## config.mk

```make
export PLATFORM = sky130hd
export DESIGN_NAME = fetch_unit
export DESIGN_NICKNAME = d
export VERILOG_FILES = /design/src/rtl/fetch_unit.sv
export SDC_FILE = /design/constraint.sdc
export NUM_CORES = 1
export LEC_CHECK = 0
export CAP_MARGIN = 10
export CELL_PAD_IN_SITES_DETAIL_PLACEMENT = 2
export CELL_PAD_IN_SITES_GLOBAL_PLACEMENT = 2
export CORE_MARGIN = 2
export CORE_UTILIZATION = 39
export DETAILED_ROUTE_END_ITERATION = 10
export PLACE_DENSITY_LB_ADDON = 0.1
export SYNTH_ARGS = -nofsm -noshare
export SYNTH_HDL_FRONTEND = slang
export SYNTH_SLANG_ARGS = --single-unit
```

## constraint.sdc

```tcl
create_clock -name clk_in -period 4.5 [get_ports clk_in]
set_clock_uncertainty 0.2 [all_clocks]
set_input_delay 1.125 -clock clk_in [delete_from_list [all_inputs] [get_ports clk_in]]
set_output_delay 1.125 -clock clk_in [all_outputs]
set_load 0.005 [all_outputs]
```

## src/rtl/fetch_unit.sv

```systemverilog
// Instruction fetch stage: owns the PC, fetches over a req/ack+rvalid bus
// and queues {insn, pc} pairs in a small FIFO for decode; supports stall/redirect.
// Ports: clk_in/rst_n_in; stall_in, redirect_in, redirect_pc_in from decode/branch;
//   mem_req_out/mem_addr_out/mem_rw_out/mem_access_size_out/mem_ack_in/
//   mem_rvalid_in/mem_rdata_in to memory; insn_valid_out/insn_out/pc_out/
//   next_pc_out/fifo_count_out to decode.
module fetch_unit #(
  parameter int ADDR_W = 32,
  parameter int DATA_W = 32,
  parameter int DEPTH = 4,
  parameter logic [ADDR_W-1:0] RESET_PC = '0,
  parameter int PC_INC = 4
) (
  input  logic clk_in,
  input  logic rst_n_in,
  input  logic stall_in,
  input  logic redirect_in,
  input  logic [ADDR_W-1:0] redirect_pc_in,
  output logic mem_req_out,
  output logic [ADDR_W-1:0] mem_addr_out,
  output logic mem_rw_out,
  output logic [1:0] mem_access_size_out,
  input  logic mem_ack_in,
  input  logic mem_rvalid_in,
  input  logic [DATA_W-1:0] mem_rdata_in,
  output logic insn_valid_out,
  output logic [DATA_W-1:0] insn_out,
  output logic [ADDR_W-1:0] pc_out,
  output logic [ADDR_W-1:0] next_pc_out,
  output logic [$clog2(DEPTH):0] fifo_count_out
);

  localparam int PTR_W = $clog2(DEPTH);
  localparam int CNT_W = PTR_W + 1;
  localparam logic [CNT_W-1:0] DEPTH_C = CNT_W'(DEPTH);
  localparam logic [ADDR_W-1:0] INC_C = ADDR_W'(PC_INC);

  typedef enum logic [1:0] {
    S_IDLE,
    S_REQ,
    S_WAIT,
    S_DROP
  } state_t;

  state_t r_state;
  state_t w_next;

  logic [ADDR_W-1:0] r_pc;
  logic [ADDR_W-1:0] r_req_pc;
  logic [DATA_W-1:0] r_fifo_insn [DEPTH];
  logic [ADDR_W-1:0] r_fifo_pc [DEPTH];
  logic [PTR_W-1:0] r_wr;
  logic [PTR_W-1:0] r_rd;
  logic [CNT_W-1:0] r_cnt;

  logic w_push;
  logic w_pop;
  logic w_valid;
  logic [CNT_W-1:0] w_pop_c;
  logic [CNT_W-1:0] w_push_c;
  logic [CNT_W-1:0] w_cnt_after;

  assign w_valid = (r_cnt != '0);
  assign w_push = (r_state == S_WAIT) && mem_rvalid_in && !redirect_in;
  assign w_pop = w_valid && !stall_in && !redirect_in;
  assign w_pop_c = {{(CNT_W-1){1'b0}}, w_pop};
  assign w_push_c = {{(CNT_W-1){1'b0}}, w_push};
  // Occupancy once the response now arriving in WAIT is written.
  assign w_cnt_after = r_cnt + CNT_W'(1) - w_pop_c;

  always_comb begin
    w_next = r_state;
    unique case (r_state)
      S_IDLE: begin
        if (!redirect_in && (r_cnt < DEPTH_C)) w_next = S_REQ;
      end
      S_REQ: begin
        // An ack coincident with redirect still leaves a response in flight.
        if (mem_ack_in) w_next = redirect_in ? S_DROP : S_WAIT;
      end
      S_WAIT: begin
        if (redirect_in) begin
          w_next = mem_rvalid_in ? S_IDLE : S_DROP;
        end else if (mem_rvalid_in) begin
          w_next = (w_cnt_after < DEPTH_C) ? S_REQ : S_IDLE;
        end
      end
      S_DROP: begin
        if (mem_rvalid_in) w_next = S_IDLE;
      end
      default: w_next = S_IDLE;
    endcase
  end

  always_ff @(posedge clk_in or negedge rst_n_in) begin
    if (!rst_n_in) begin
      r_state <= S_IDLE;
      r_pc <= RESET_PC;
      r_req_pc <= RESET_PC;
    end else begin
      r_state <= w_next;
      if (redirect_in) begin
        r_pc <= redirect_pc_in;
      end else if ((r_state == S_REQ) && mem_ack_in) begin
        r_pc <= r_pc + INC_C;
        r_req_pc <= r_pc;
      end
    end
  end

  always_ff @(posedge clk_in or negedge rst_n_in) begin
    if (!rst_n_in) begin
      r_wr <= '0;
      r_rd <= '0;
      r_cnt <= '0;
    end else if (redirect_in) begin
      r_wr <= '0;
      r_rd <= '0;
      r_cnt <= '0;
    end else begin
      if (w_push) r_wr <= r_wr + PTR_W'(1);
      if (w_pop) r_rd <= r_rd + PTR_W'(1);
      r_cnt <= r_cnt + w_push_c - w_pop_c;
    end
  end

  // Storage needs no reset: entries are only visible while counted.
  always_ff @(posedge clk_in) begin
    if (w_push) begin
      r_fifo_insn[r_wr] <= mem_rdata_in;
      r_fifo_pc[r_wr] <= r_req_pc;
    end
  end

  assign mem_req_out = (r_state == S_REQ);
  assign mem_addr_out = r_pc;
  assign mem_rw_out = 1'b0;
  assign mem_access_size_out = 2'b10;

  assign insn_valid_out = w_valid;
  assign insn_out = w_valid ? r_fifo_insn[r_rd] : '0;
  assign pc_out = w_valid ? r_fifo_pc[r_rd] : '0;
  assign next_pc_out = pc_out + INC_C;
  assign fifo_count_out = r_cnt;

endmodule
```

==> results of run 1 <==
logic make-up after synthesis:
logic type      count (synthesis)  share of synthesized area (%)
flops                         329                           67.5
mux                           105                           13.9
simple gates                  261                           9.80
xor+xnor                       59                           3.67
buf+inv                        60                           2.05
other cells                     2                         0.0533
compound gates                 53                           2.17
fa+ha+maj                       9                          0.853
power breakdown:
| group | leakage [nW] | switching [W] | internal (W) |
|---|---|---|---|
| clock network | 0.620 | 0.00123 | 0.00193 |
| logic | 2.77 | 0.00133 | 0.00164 |
| registers | 3.21 | 0.000335 | 0.00370 |
metrics by stage:
stage	setup TNS, ns	setup WS, ns	power [W]	cell area (um2)	hold slack, ns
after floorplan	0	0.174	0.00537	14100	0.272
after global placement	0	0.0997	0.00687	16900	0.293
after detailed placement	0	0.0209	0.00697	16900	0.309
after CTS	-0.0610	-0.0594	0.0102	18300	0.323
after global routing	-0.459	-0.112	0.0106	18500	0.355
final	0	0.0323	0.0102	18500	0.317
final cells by class:
class	instances	area [um2]
repair buffers	273	2640
inverters	13	48.8
multi-input cells	490	4480
well taps	461	577
clock buffers	48	1050
clock inverters	19	221
fillers	3265	17000
flip-flops and latches	329	9520
worst max path at each step:
stage | from | to | cells after the start
global route | r_rd[0]$_DFFE_PN0P_ | next_pc_out[30] | 11
detailed placement | r_rd[0]$_DFFE_PN0P_ | next_pc_out[30] | 8
floorplan | fifo_count_out[1]$_DFF_PN0_ | next_pc_out[30] | 12
finish | r_rd[1]$_DFFE_PN0P_ | next_pc_out[24] | 8
CTS | r_rd[0]$_DFFE_PN0P_ | next_pc_out[30] | 8
global placement | r_rd[0]$_DFFE_PN0P_ | next_pc_out[30] | 8
per-layer routing:
metal  vias to the layer above  global-route usage [%]
met5                         -                       0
met4                         0                    4.97
met3                        63                    3.03
met2                       239                    35.0
met1                      4433                    29.4
li1                       3838                       -
flip-flops by register name, indices dropped and copies added (netlist names):
signal and cells:
r_fifo_insn 128, r_fifo_pc 128, mem_addr_out 32, r_req_pc 32, fifo_count_out 3, r_rd 2, r_state 2, r_wr 2
worst max-delay path, delay by kind of cell, from the launching register on:
kind | cells | cell delay, ns
simple gates | 3 | 1.06
flops | 1 | 0.52
mux | 1 | 0.47
buf+inv | 3 | 0.45
compound gates | 1 | 0.12
cell usage in the layout, fill, tap and decap left out, types with 8 or more instances in the layout:
cell type,synthesis,layout
nand3_1,22,21
buf_4,9,52
clkdlybuf4s50_1,0,176
dlygate4sd2_1,0,8
clkbuf_16,0,40
nand4_1,13,13
o21ai_0,39,39
and2_1,71,64
buf_6,2,12
edfxtp_1,256,256
xor2_1,34,34
mux4_2,65,67
xnor2_1,25,25
nand2_1,85,84
inv_1,13,11
dfrtp_1,73,71
nor2_1,23,20
mux2_2,34,34
timing repair:
action / 4_1_cts / 5_1_grt
endpoints found under the setup margin: 23 / 44
gates resized for setup: 64 / 39
buffers inserted: 17 / 12
gates cloned: 0 / 1
hold buffers: 0 / 0
pin swaps: 8 / 17
==> results, run 1 <==
- The flow ran to the end, and the final reports show no timing, DRC or antenna violations.
- The leakage power figure is around 6.6 nW.
- The worst setup path is launched from a register.
- CTS placed an instance of clkbuf_16 at the clock tree root.
- The floorplan die width is just under 200 um.
- In this run, CTS created clock tree buffers numbering 38.
- The worst slew margin relative to its limit is a little over a third.
- Entering global routing, the biggest net connects 74 pins.
- The count of different cell masters after synthesis is 50.
- The mapped netlist covers 0.0141 mm2.
- The placeable core region is 0.0356 mm2.
- The maximum clock insertion buffer count is 3.
- For this run, the number of standard cells in the final layout without fillers is 1633.
- Sequential elements use 67.5% of the synthesized area.
- The worst setup path is of the reg -> out kind.
- The instance count along the most critical hold path is 0.
- The initial antenna violation count is 0.
- In the synthesized netlist the async set-or-reset flop fraction comes to roughly 22%.
- Across the VDD grid, the largest voltage drop is 0.299 mV.
- The critical path data required time is 3.17 ns.
- The final number of max-transition violations is 0.
- The most frequently used cell type in the post-synthesis netlist is edfxtp_1.
- For this run, the slowest stage of the critical path takes 0.52 ns.
- For this run, the total global-route usage over all layers was measured as 21.1%.
- The dominant register cell in the synthesized netlist is edfxtp_1.
- The average via count per standard cell is 5.25.
- Counting tap cells, the placed design contains a total of 1536 instances.
- The die area is 0.0377 mm2.
- The clock latency reported for the late side of the worst-skew pair is 0.53 ns.
- The synthesized design contains 329 register bits.
- Summed over all nets, the half-perimeter wirelength after detailed placement is 25900 um.
- Measured in cells, the most critical reg-to-reg path has a length of 11.
- By area the synthesized netlist is led by edfxtp_1 (55%), dfrtp_1 (13%), mux4_2 (10%).
- The arrival time of data at the critical path endpoint is 3.14 ns.
- Clock-pin slew was measured on the worst setup and hold paths at 0.06 ns.
- The total wire length after detailed routing is a little under 40000 um.
- For this run, the number of Yosys warnings is 0.
- The via count of the first global-routing pass is 9789.
- For this block, wires on met1 add up to 17500 um.
- The global placement routability congestion is 0.757.
- Summed over all nets, wire length on met3 after detailed routing comes to 1640 um.
- The highest fanout seen on the critical path is 6.
- In the final layout, the share of cells above drive strength 1 is approximately a quarter.
- In the routed design, unresolved DRC markers number 0.
- The number of inserted diodes is 0.
- The slowest stage of the critical path belongs to the cell dfrtp_4.
- The final count of hold timing violations is 0.
- The type of the tightest min-delay check is reg -> reg.
- Walking the worst path, the cells encountered are buf_4, mux4_2, nor3b_4, or4b_4, buf_6, or3_4, a21oi_2, buf_2.
- The count of buffers added on input and output ports is between 200 and 250.
- A synthesized cell averages 16.0 um2.
- The slew at the pin with the worst max-slew slack is between 0.9 and 1 ns.
- Counting flops with a built-in enable in the synthesized netlist gives 256.
- The length of the first detailed-routing pass in iterations is 4.
- The area fraction of the dominant cell type after synthesis is 54.6%.
- Compared with the post-synthesis result, the final layout area differs by 31.6%.
- The commonest cells after synthesis are edfxtp_1 (256), nand2_1 (85), dfrtp_1 (73).
- The total number of H-tree levels is 2.
- Synthesis handed over a netlist of a little under 900 instances.
- The biggest area contributor in the post-synthesis netlist is edfxtp_1.
- The endpoint identified for the worst register-to-register timing path is fifo_count_out[2]$_DFF_PN0_.
- The overflow left after global routing is 0.
- The number of DRC violations after detailed-routing iteration 0 is about 450.
- At the end of the flow the core is filled with cells to 52.1%.
- For this design the ratio of total power to cell area is 548 mW/mm2.
- For this run, the post-layout net count is 1224.
- Setup repair after global routing could not meet its margin everywhere.
- The worst reg-to-reg setup slack is 1.76 ns.
- Signal routing reaches up to met4.
- The clock period could shrink to 4.47 ns.
- The worst hold path terminates at r_fifo_pc[2][28]$_DFFE_PP_.
- The floorplan has 69 rows.
- The highest clock rate is 0.224 GHz.
- The first global-routing pass estimated about 61000 um of wire.
- The final routed wire length divided by cell count is 24.0 um.
- The tool flagged a number of max-cap violations equal to 0.
- Pin placement for this block handled 206 I/O pins.
- The initial core utilization is 39.6%.
- The critical path endpoint category is an output pin.
- Setup violations remaining at the end of the flow were counted as 0.
- The routed length on met2 is 19100 um.
- Summing over every cut layer, the via total after detailed routing is 8573.
- After layout, the worst path uses 99.3% of the clock period.
- The clock drives 329 sinks.
- The count of nets left with antenna violations once routing finished came out at 0.
- In this run the critical register-to-register path is launched from r_state[0]$_DFFE_PN0P_.
- The TritonCTS clock tree is built.
- The chip height is 194 um.
- The startpoint identified for the worst hold timing path is r_req_pc[28]$_DFFE_PN0P_.
Power figures use the tool's default switching activity.
==> run 2: changes to the inputs <==
--- a/config.mk
+++ b/config.mk
@@ -5,6 +5,7 @@
 export SDC_FILE = /design/constraint.sdc
 export NUM_CORES = 1
 export LEC_CHECK = 0
+export ABC_CLOCK_PERIOD_IN_PS = 4500
 export CAP_MARGIN = 10
 export CELL_PAD_IN_SITES_DETAIL_PLACEMENT = 2
 export CELL_PAD_IN_SITES_GLOBAL_PLACEMENT = 2
==> results of run 2 <==
Same layout as run 1: the final DEF is identical, and so are final timing and power.
